$ cat src/rtl/uart_rx_fifo.sv
// Receive-side buffer for the UART: unloads bytes from the holding register into a
// small FIFO and hands them to the consumer one registered byte per read request.
module uart_rx_fifo #(
    parameter int DEPTH_LOG2 = 4
) (
    input  logic                  rxclk,
    input  logic                  reset,
    input  logic                  rx_empty,
    input  logic [7:0]            rx_data,
    output logic                  uld_rx_data,
    input  logic                  flush,
    input  logic                  rd_en,
    output logic [7:0]            rd_data,
    output logic                  rd_valid,
    output logic                  fifo_empty,
    output logic                  fifo_full,
    output logic [DEPTH_LOG2:0]   count
);

    localparam int                DEPTH      = 1 << DEPTH_LOG2;
    localparam logic [DEPTH_LOG2:0] FULL_COUNT = (DEPTH_LOG2 + 1)'(DEPTH);

    typedef enum logic [1:0] {
        IDLE,
        UNLD,
        CAPT
    } state_t;

    state_t                  state;
    state_t                  next_state;
    logic                    next_uld;
    logic                    wr_fire;
    logic                    rd_fire;
    logic [DEPTH_LOG2-1:0]   wr_ptr;
    logic [DEPTH_LOG2-1:0]   rd_ptr;
    logic [7:0]              mem [DEPTH];

    assign fifo_empty = (count == '0);
    assign fifo_full  = (count == FULL_COUNT);
    assign rd_fire    = rd_en && !fifo_empty && !flush;

    // Only IDLE looks at rx_empty, so a byte is never unloaded twice; the full check
    // there guarantees space at CAPT because nothing else can add bytes meanwhile.
    always_comb begin
        next_state = state;
        next_uld   = 1'b0;
        wr_fire    = 1'b0;
        if (flush) begin
            next_state = IDLE;
        end else begin
            case (state)
                IDLE: begin
                    if (!rx_empty && !fifo_full) begin
                        next_state = UNLD;
                        next_uld   = 1'b1;
                    end
                end
                UNLD: next_state = CAPT;
                CAPT: begin
                    wr_fire    = 1'b1;
                    next_state = IDLE;
                end
                default: next_state = IDLE;
            endcase
        end
    end

    always_ff @(posedge rxclk or negedge reset) begin
        if (!reset) begin
            state       <= IDLE;
            uld_rx_data <= 1'b0;
        end else begin
            state       <= next_state;
            uld_rx_data <= next_uld;
        end
    end

    always_ff @(posedge rxclk or negedge reset) begin
        if (!reset) begin
            wr_ptr <= '0;
            rd_ptr <= '0;
            count  <= '0;
        end else if (flush) begin
            wr_ptr <= '0;
            rd_ptr <= '0;
            count  <= '0;
        end else begin
            if (wr_fire) begin
                wr_ptr <= wr_ptr + 1'b1;
            end
            if (rd_fire) begin
                rd_ptr <= rd_ptr + 1'b1;
            end
            case ({wr_fire, rd_fire})
                2'b10:   count <= count + 1'b1;
                2'b01:   count <= count - 1'b1;
                default: count <= count;
            endcase
        end
    end

    // A read in the CAPT cycle sees the old memory contents, never the byte being written.
    always_ff @(posedge rxclk) begin
        if (wr_fire) begin
            mem[wr_ptr] <= rx_data;
        end
    end

    always_ff @(posedge rxclk or negedge reset) begin
        if (!reset) begin
            rd_data  <= 8'h00;
            rd_valid <= 1'b0;
        end else begin
            rd_valid <= rd_fire;
            if (rd_fire) begin
                rd_data <= mem[rd_ptr];
            end
        end
    end

    a_uld_single_cycle: assert property (@(posedge rxclk) disable iff (!reset)
        uld_rx_data |=> !uld_rx_data);

    a_capt_has_room: assert property (@(posedge rxclk) disable iff (!reset)
        (state == CAPT) |-> !fifo_full);

    a_count_in_range: assert property (@(posedge rxclk) disable iff (!reset)
        count <= FULL_COUNT);

endmodule
$ cat config.mk
export PLATFORM = sky130hd
export DESIGN_NAME = uart_rx_fifo
export DESIGN_NICKNAME = d
export VERILOG_FILES = /design/src/rtl/uart_rx_fifo.sv
export SDC_FILE = /design/constraint.sdc
export NUM_CORES = 1
export LEC_CHECK = 0
export BUFFER_PORTS_ARGS = -buffer_cell sky130_fd_sc_hd__buf_4
export CORE_MARGIN = 4
export CORE_UTILIZATION = 60
export DETAILED_ROUTE_END_ITERATION = 16
export PLACE_DENSITY = 0.78
export SLEW_MARGIN = 40
export SYNTH_ARGS = -nofsm -noshare
export SYNTH_HDL_FRONTEND = slang
export SYNTH_SLANG_ARGS = --single-unit
$ cat constraint.sdc
create_clock -name rxclk -period 3.1 [get_ports rxclk]
set_input_delay 0.31 -clock rxclk [delete_from_list [all_inputs] [get_ports rxclk]]
set_output_delay 0.31 -clock rxclk [all_outputs]
set_load 0.01 [all_outputs]
After elaboration in Yosys (flattened, before gate mapping). Memories as Yosys holds them, arrays and structs flattened. A register that Yosys moved wholly into a read port is not among the register bits. Index checks and enable logic that the tools add are counted.

Flip-flop bits (word level): 17. Bits in writable memories: 128. Input bits: 13. Output and inout port bits: 17. Word-level logic and storage cells: 46. Memories kept: 1.

$add $sub $neg: 4. Equality and inequality tests: 6. Muxes and demuxes: 16. Reductions and logical operators: 13.

Memory list: mem (depth 16, bits a word 8, read ports 1, clocked after memory_dff 1, wr ports 1, RTL line 36) `logic [7:0] mem [DEPTH];`.

Operators by type and width (count): 2-to-1 mux 4 bit (4); case mux 5 bit (2 select lines) (1); adder 4 x 1 -> 4 bit (second input constant) (2); 2-to-1 mux 1 bit (7); adder 5 x 1 -> 5 bit (second input constant) (1); equality test 5 bit (second input constant) (1); zero test 1 bit (5); zero test 5 bit (1); 2-to-1 mux 5 bit (1); subtractor 5 x 1 -> 5 bit (second input constant) (1); equality test 2 x 1 -> 1 bit (second input constant) (2); equality test 2 bit (second input constant) (2); 2-to-1 mux 2 bit (2); case mux 2 bit (2 select lines) (1); nonzero test 2 bit (2); logical AND 1 bit (3); != test 3 bit (second input constant) (1); nonzero test 3 bit (1); zero test 2 bit (1).

Longest topological paths before layout.
Word-level depth: 7. Gate-level depth with buffers: 13. Mapped depth without buffers: 10.

Least setup slack after synthesis. No wires, ideal clock.

Path type: reg-to-reg. Start: reg count[1]. End: reg count[4]. Arrival time: 2.714 ns. Data required time: 2.973 ns. Slack: 0.258 ns. Stages on the path, launching flop included: 13. Period minus slack after synthesis: 2.842 ns. Cells stage by stage: dfrtp_1 > or4_4 > o211a_1 > buf_2 > buf_2 > nand2_1 > inv_1 > ha_1 > nand2b_1 > a21oi_1 > and3_1 > nor2_1 > mux2_1.

Cells in the longest elaborated chain, start to end: 7.

Ends and longest elaborated chain: start, declared (RTL line 17) `output logic [DEPTH_LOG2:0] count`; start signal, assigned (RTL line 95) `2'b10: count <= count + 1'b1;`; start signal, assigned (RTL line 96) `2'b01: count <= count - 1'b1;`; start signal, assigned (RTL line 97) `default: count <= count;`; zero test 5 bit * (RTL line 38) `assign fifo_empty = (count == '0);`; zero test 1 bit * (RTL line 40) `assign rd_fire = rd_en && !fifo_empty && !flush;`; logical AND 1 bit * (2 in a row) (RTL line 40); via rd_fire (RTL line 33) `logic rd_fire;`; equality test 2 x 1 -> 1 bit / equality test 2 bit (equally long branches) (RTL line 94) `case ({wr_fire, rd_fire})`; case mux 5 bit (2 select lines) (RTL line 94); 2-to-1 mux 5 bit (RTL line 83) `end else if (flush) begin`.

The timed path passes the listed nets; every way through them passes the cells marked *. A chain may end at the register's enable or synchronous reset.

Final worst setup path.
Start: reg count[1]. End: reg count[4].

Cells in the longest elaborated chain, start to end: 7.

Ends and longest elaborated chain (RTL line): zero test 5 bit (38); zero test 1 bit (40); logical AND 1 bit (2 in a row) (40); equality test 2 x 1 -> 1 bit / equality test 2 bit (equally long branches) (94); case mux 5 bit (2 select lines) (94); 2-to-1 mux 5 bit (83).

Parallel ways exist; a longest one is shown, timed or not.

==> run_results.csv <==
group,metric,value,unit
timing,timing.slew.headroom,0.5550,
hold_path,hold_class,"primary input to flop",
worst_setup_path,crit_path_start_kind,"flop",
worst_setup_path,path_delay_family,"simple AND/OR/NAND/NOR gates",
placement,gp_congestion,0.7407,
synthesis,synth.most_common_cell,"edfxtp_1",
timing,finalCriticalPeriod,2.675,ns
layout,final_cell_area,0.007142,sq mm
synthesis,yosys.area.top_type,"edfxtp_1",
worst_setup_path,worstPathMaxFanout,5,
pwr,p_sw_frac,0.2630,
grt,grt_usage,0.2250,
pwr,p_seq_frac,0.451,
layout,register_area,0.004477,sq mm
timing,period_share,0.8629,
pwr,pwr-share-clk,0.369,
synthesis,async_flop_share,0.1634,
worst_setup_path,r2r-start,"count[1]",
layout,drive_gt1_frac,0.3049,
floorplanning,core,0.009910,sq mm
clocking,cts_made_buffers,17,
timing,clock.fmax,373.8,MHz
placement,dpl_cell_area,0.006539,sq mm
floorplanning,die_h,109.4,microns
synthesis,seq_area_frac_synth,0.7245,
floorplanning,ios,30,
synthesis,yosys-top-cells-count,"128 x edfxtp_1, 32 x mux4_2, 25 x dfrtp_1",
detailed_routing,top_layer,"met4",
timing,finalSetupViolCount,0,
detailed_routing,vias,3178,
grt,grt_overflow,0,
synthesis,synthCells,336,
detailed_routing,postRouteAntennaNets,0,
layout,antenna_cells,0,
worst_setup_path,path_class,"flop to flop",
status,status,"finished, final reports clean",
clocking,cts_root_buffer,"clkbuf_8",
grt,grt_antenna_before_repair,0,
synthesis,ys_seq_elements,153,
clocking,cts_buffer_depth,2,
floorplanning,die_w,109.4,microns
detailed_routing,dr_wl_met2,6117,microns
worst_setup_path,cp-endpoint,"count[4]",
detailed_routing,drt_first_pass_iters,4,
synthesis,synthFlopType,"edfxtp_1",
clocking,htreeDepth,4,
floorplanning,die_area,0.01197,sq mm
worst_setup_path,cp-startpoint,"count[1]",
grt,grt_max_degree,35,
layout,final_nets,396,
placement,io_buffers,29,
layout,final_util,0.7207,
synthesis,synth_cell_type_count,41,
clocking,clk_pin_slew,0.06,ns
detailed_routing,dr_wl_met3,704,microns
synthesis,synth_edf_count,128,
pwr,p_int,0.004065,W
detailed_routing,viasPerCell,6.112,
worst_setup_path,critPathMaxStageDelay,0.59,ns
worst_setup_path,critical_path_required,3.50,ns
detailed_routing,met1_length,5038,microns
placement,hpwl,7213,microns
layout,filler_cell_count,597,
worst_setup_path,r2r_end,"count[4]",
run,max_cap_viol_count,0,
timing,fin_setup_tns,0,ns
worst_setup_path,reg2reg_depth,10,
detailed_routing,wl_per_cell,23.10,microns
grt,grt_pass1_vias,3314,
timing,finalMaxSlewViolations,0,
worst_setup_path,critical_path_depth,10,
worst_setup_path,arrival,3.07,ns
synthesis,postSynthNetCount,358,
layout,multi_input_area,0.001595,sq mm
detailed_routing,drt-total-wl,12010,microns
synthesis,ys_top_cells_by_area,"edfxtp_1 62%, mux4_2 12%, dfrtp_1 10%, ha_1 1.6%, o22ai_1 1.6%",
synthesis,post_synth.cell_area_avg,18.36,sq um
timing,skew,0.006166,ns
clocking,cts_tree,"done",
pwr,p_sw,0.001450,W
pwr,power.density,772.2,mW/mm^2
worst_setup_path,cp_slowest_cell,"or4_4",
floorplanning,start_util,0.6225,
synthesis,syn_area,0.006168,sq mm
timing,worst_pin_slew,0.6676,ns
worst_setup_path,reg2reg_setup_slack,0.43,ns
timing,finalHoldViolations,0,
worst_setup_path,cp.buffers_inverters,1,
timing,rsz0062_at_grt,"false",
pwr,ir_drop,0.4034,mV
detailed_routing,drcViolationCount,0,
synthesis,ys_warn_count,0,
pwr,cellLeakagePower,2.451,nW
synthesis,netlist.area_leader.share,0.6231,
floorplanning,rows,36,
detailed_routing,drt_iter0_drc,250,
clocking,cts_setup_buffers,0,
clocking,clock-sinks,153,
clocking,clk_latency,0.51,ns
grt,grt_pass1_wl,19080,microns
pwr,comb_power_share,0.180,
layout,synthToLayoutAreaGrowth,15.78,%
worst_setup_path,path_cells,"or4_4 -> o211a_1 -> nand2_1 -> inv_1 -> ha_1 -> nand2b_1 -> a21oi_1 -> and3_1 -> nor2_1 -> mux2_1",
worst_setup_path,cp-end-kind,"flop",
[registers in the layout (all words and copies together) (netlist names)]
signal       flops
count            5
rd_ptr           4
rd_data          8
wr_ptr           4
rd_valid         1
mem            128
state            2
uld_rx_data      1
[what timing repair did]
| item | in CTS | in global routing |
|---|---|---|
| gates resized for setup | 0 | 0 |
| hold buffers | 1 | 0 |
| hold endpoints to repair | 25 | 0 |
[routing by layer]
metal,GRT usage,vias to the layer above
met2,0.3548,117
met5,0,-
met1,0.3270,1649
met3,0.03523,13
met4,0.07658,0
li1,-,1399
[cell type report]
cell class / instances / area share
clock buffers: 18 / 0.05851
clock inverters: 14 / 0.02383
inverters: 8 / 0.004205
multi-input cells: 158 / 0.2234
flip-flops and latches: 153 / 0.6268
well taps: 133 / 0.02330
repair buffers: 36 / 0.03994
[power groups by stage]
| stage | Clock, W | Combinational [W] | Sequential, W |
|---|---|---|---|
| 3_3_place_gp | 0 | 0.000963 | 0.00252 |
| 6_report | 0.00204 | 0.000990 | 0.00249 |
| 4_1_cts | 0.00205 | 0.000996 | 0.00249 |
| 2_1_floorplan | 0 | 0.000658 | 0.00248 |
| 5_1_grt | 0.00215 | 0.00108 | 0.00251 |
| 3_5_place_dp | 0 | 0.000984 | 0.00253 |
[placed cells by master, fill, tap and decap left out, types with 3 or more instances in the layout]
master	instances
ha_1	8
a21oi_1	12
inv_6	4
buf_4	34
clkbuf_16	16
mux2i_1	3
nand2_1	6
mux4_2	32
o22ai_1	16
dfrtp_1	23
mux2_2	8
nor2_1	21
inv_1	8
and2_1	13
nor3_1	5
xnor2_1	4
bufinv_16	3
edfxtp_1	128
xor2_1	3
clkinv_2	4
nand2b_1	3
[kinds of logic (layout without fill, tap and decap cells)]
family                   count (synthesis)  after routing  synth area share
AND/OR/NAND/NOR                         64             64           0.05396
AO/OA/AOI/OAI                           33             33           0.03367
flip-flops                             153            153            0.7245
multiplexers                            44             44            0.1381
adder cells (fa/ha/maj)                  9              9           0.01947
XOR/XNOR                                 8              8           0.01258
buffers and inverters                   25             76           0.01765
[worst min-delay path by stage]
stage | endpoint | cells past startpoint | startpoint | slack (ns)
CTS | state[0] | 3 | rx_empty | 0.05
detailed placement | uld_rx_data | 1 | reset | 0.24
global placement | uld_rx_data | 1 | reset | 0.24
global route | state[0] | 3 | rx_empty | 0.07
finish | state[0] | 3 | rx_empty | 0.07
floorplan | count[0] | 0 | reset | 0.01
[worst reg2reg max path, delay by kind of cell (launching register included)]
| kind | cells | cell delay (ns) |
|---|---|---|
| AND/OR/NAND/NOR | 5 | 0.96 |
| flip-flops | 1 | 0.42 |
| AO/OA/AOI/OAI | 2 | 0.41 |
| adder cells (fa/ha/maj) | 1 | 0.34 |
| multiplexers | 1 | 0.32 |
| buffers and inverters | 1 | 0.09 |
[per-stage QoR]
step,power [W],std cells,worst slack (ns),hold WS [ns]
6_report,0.005515,520,0.4250,0.06837
3_3_place_gp,0.003487,487,0.5366,0.2391
5_1_grt,0.005735,520,0.2674,0.06798
4_1_cts,0.005537,520,0.4262,0.05406
2_1_floorplan,0.003133,336,0.2583,0.01441
3_5_place_dp,0.003514,487,0.4404,0.2398
No activity file was read; power rests on OpenSTA's default activity.
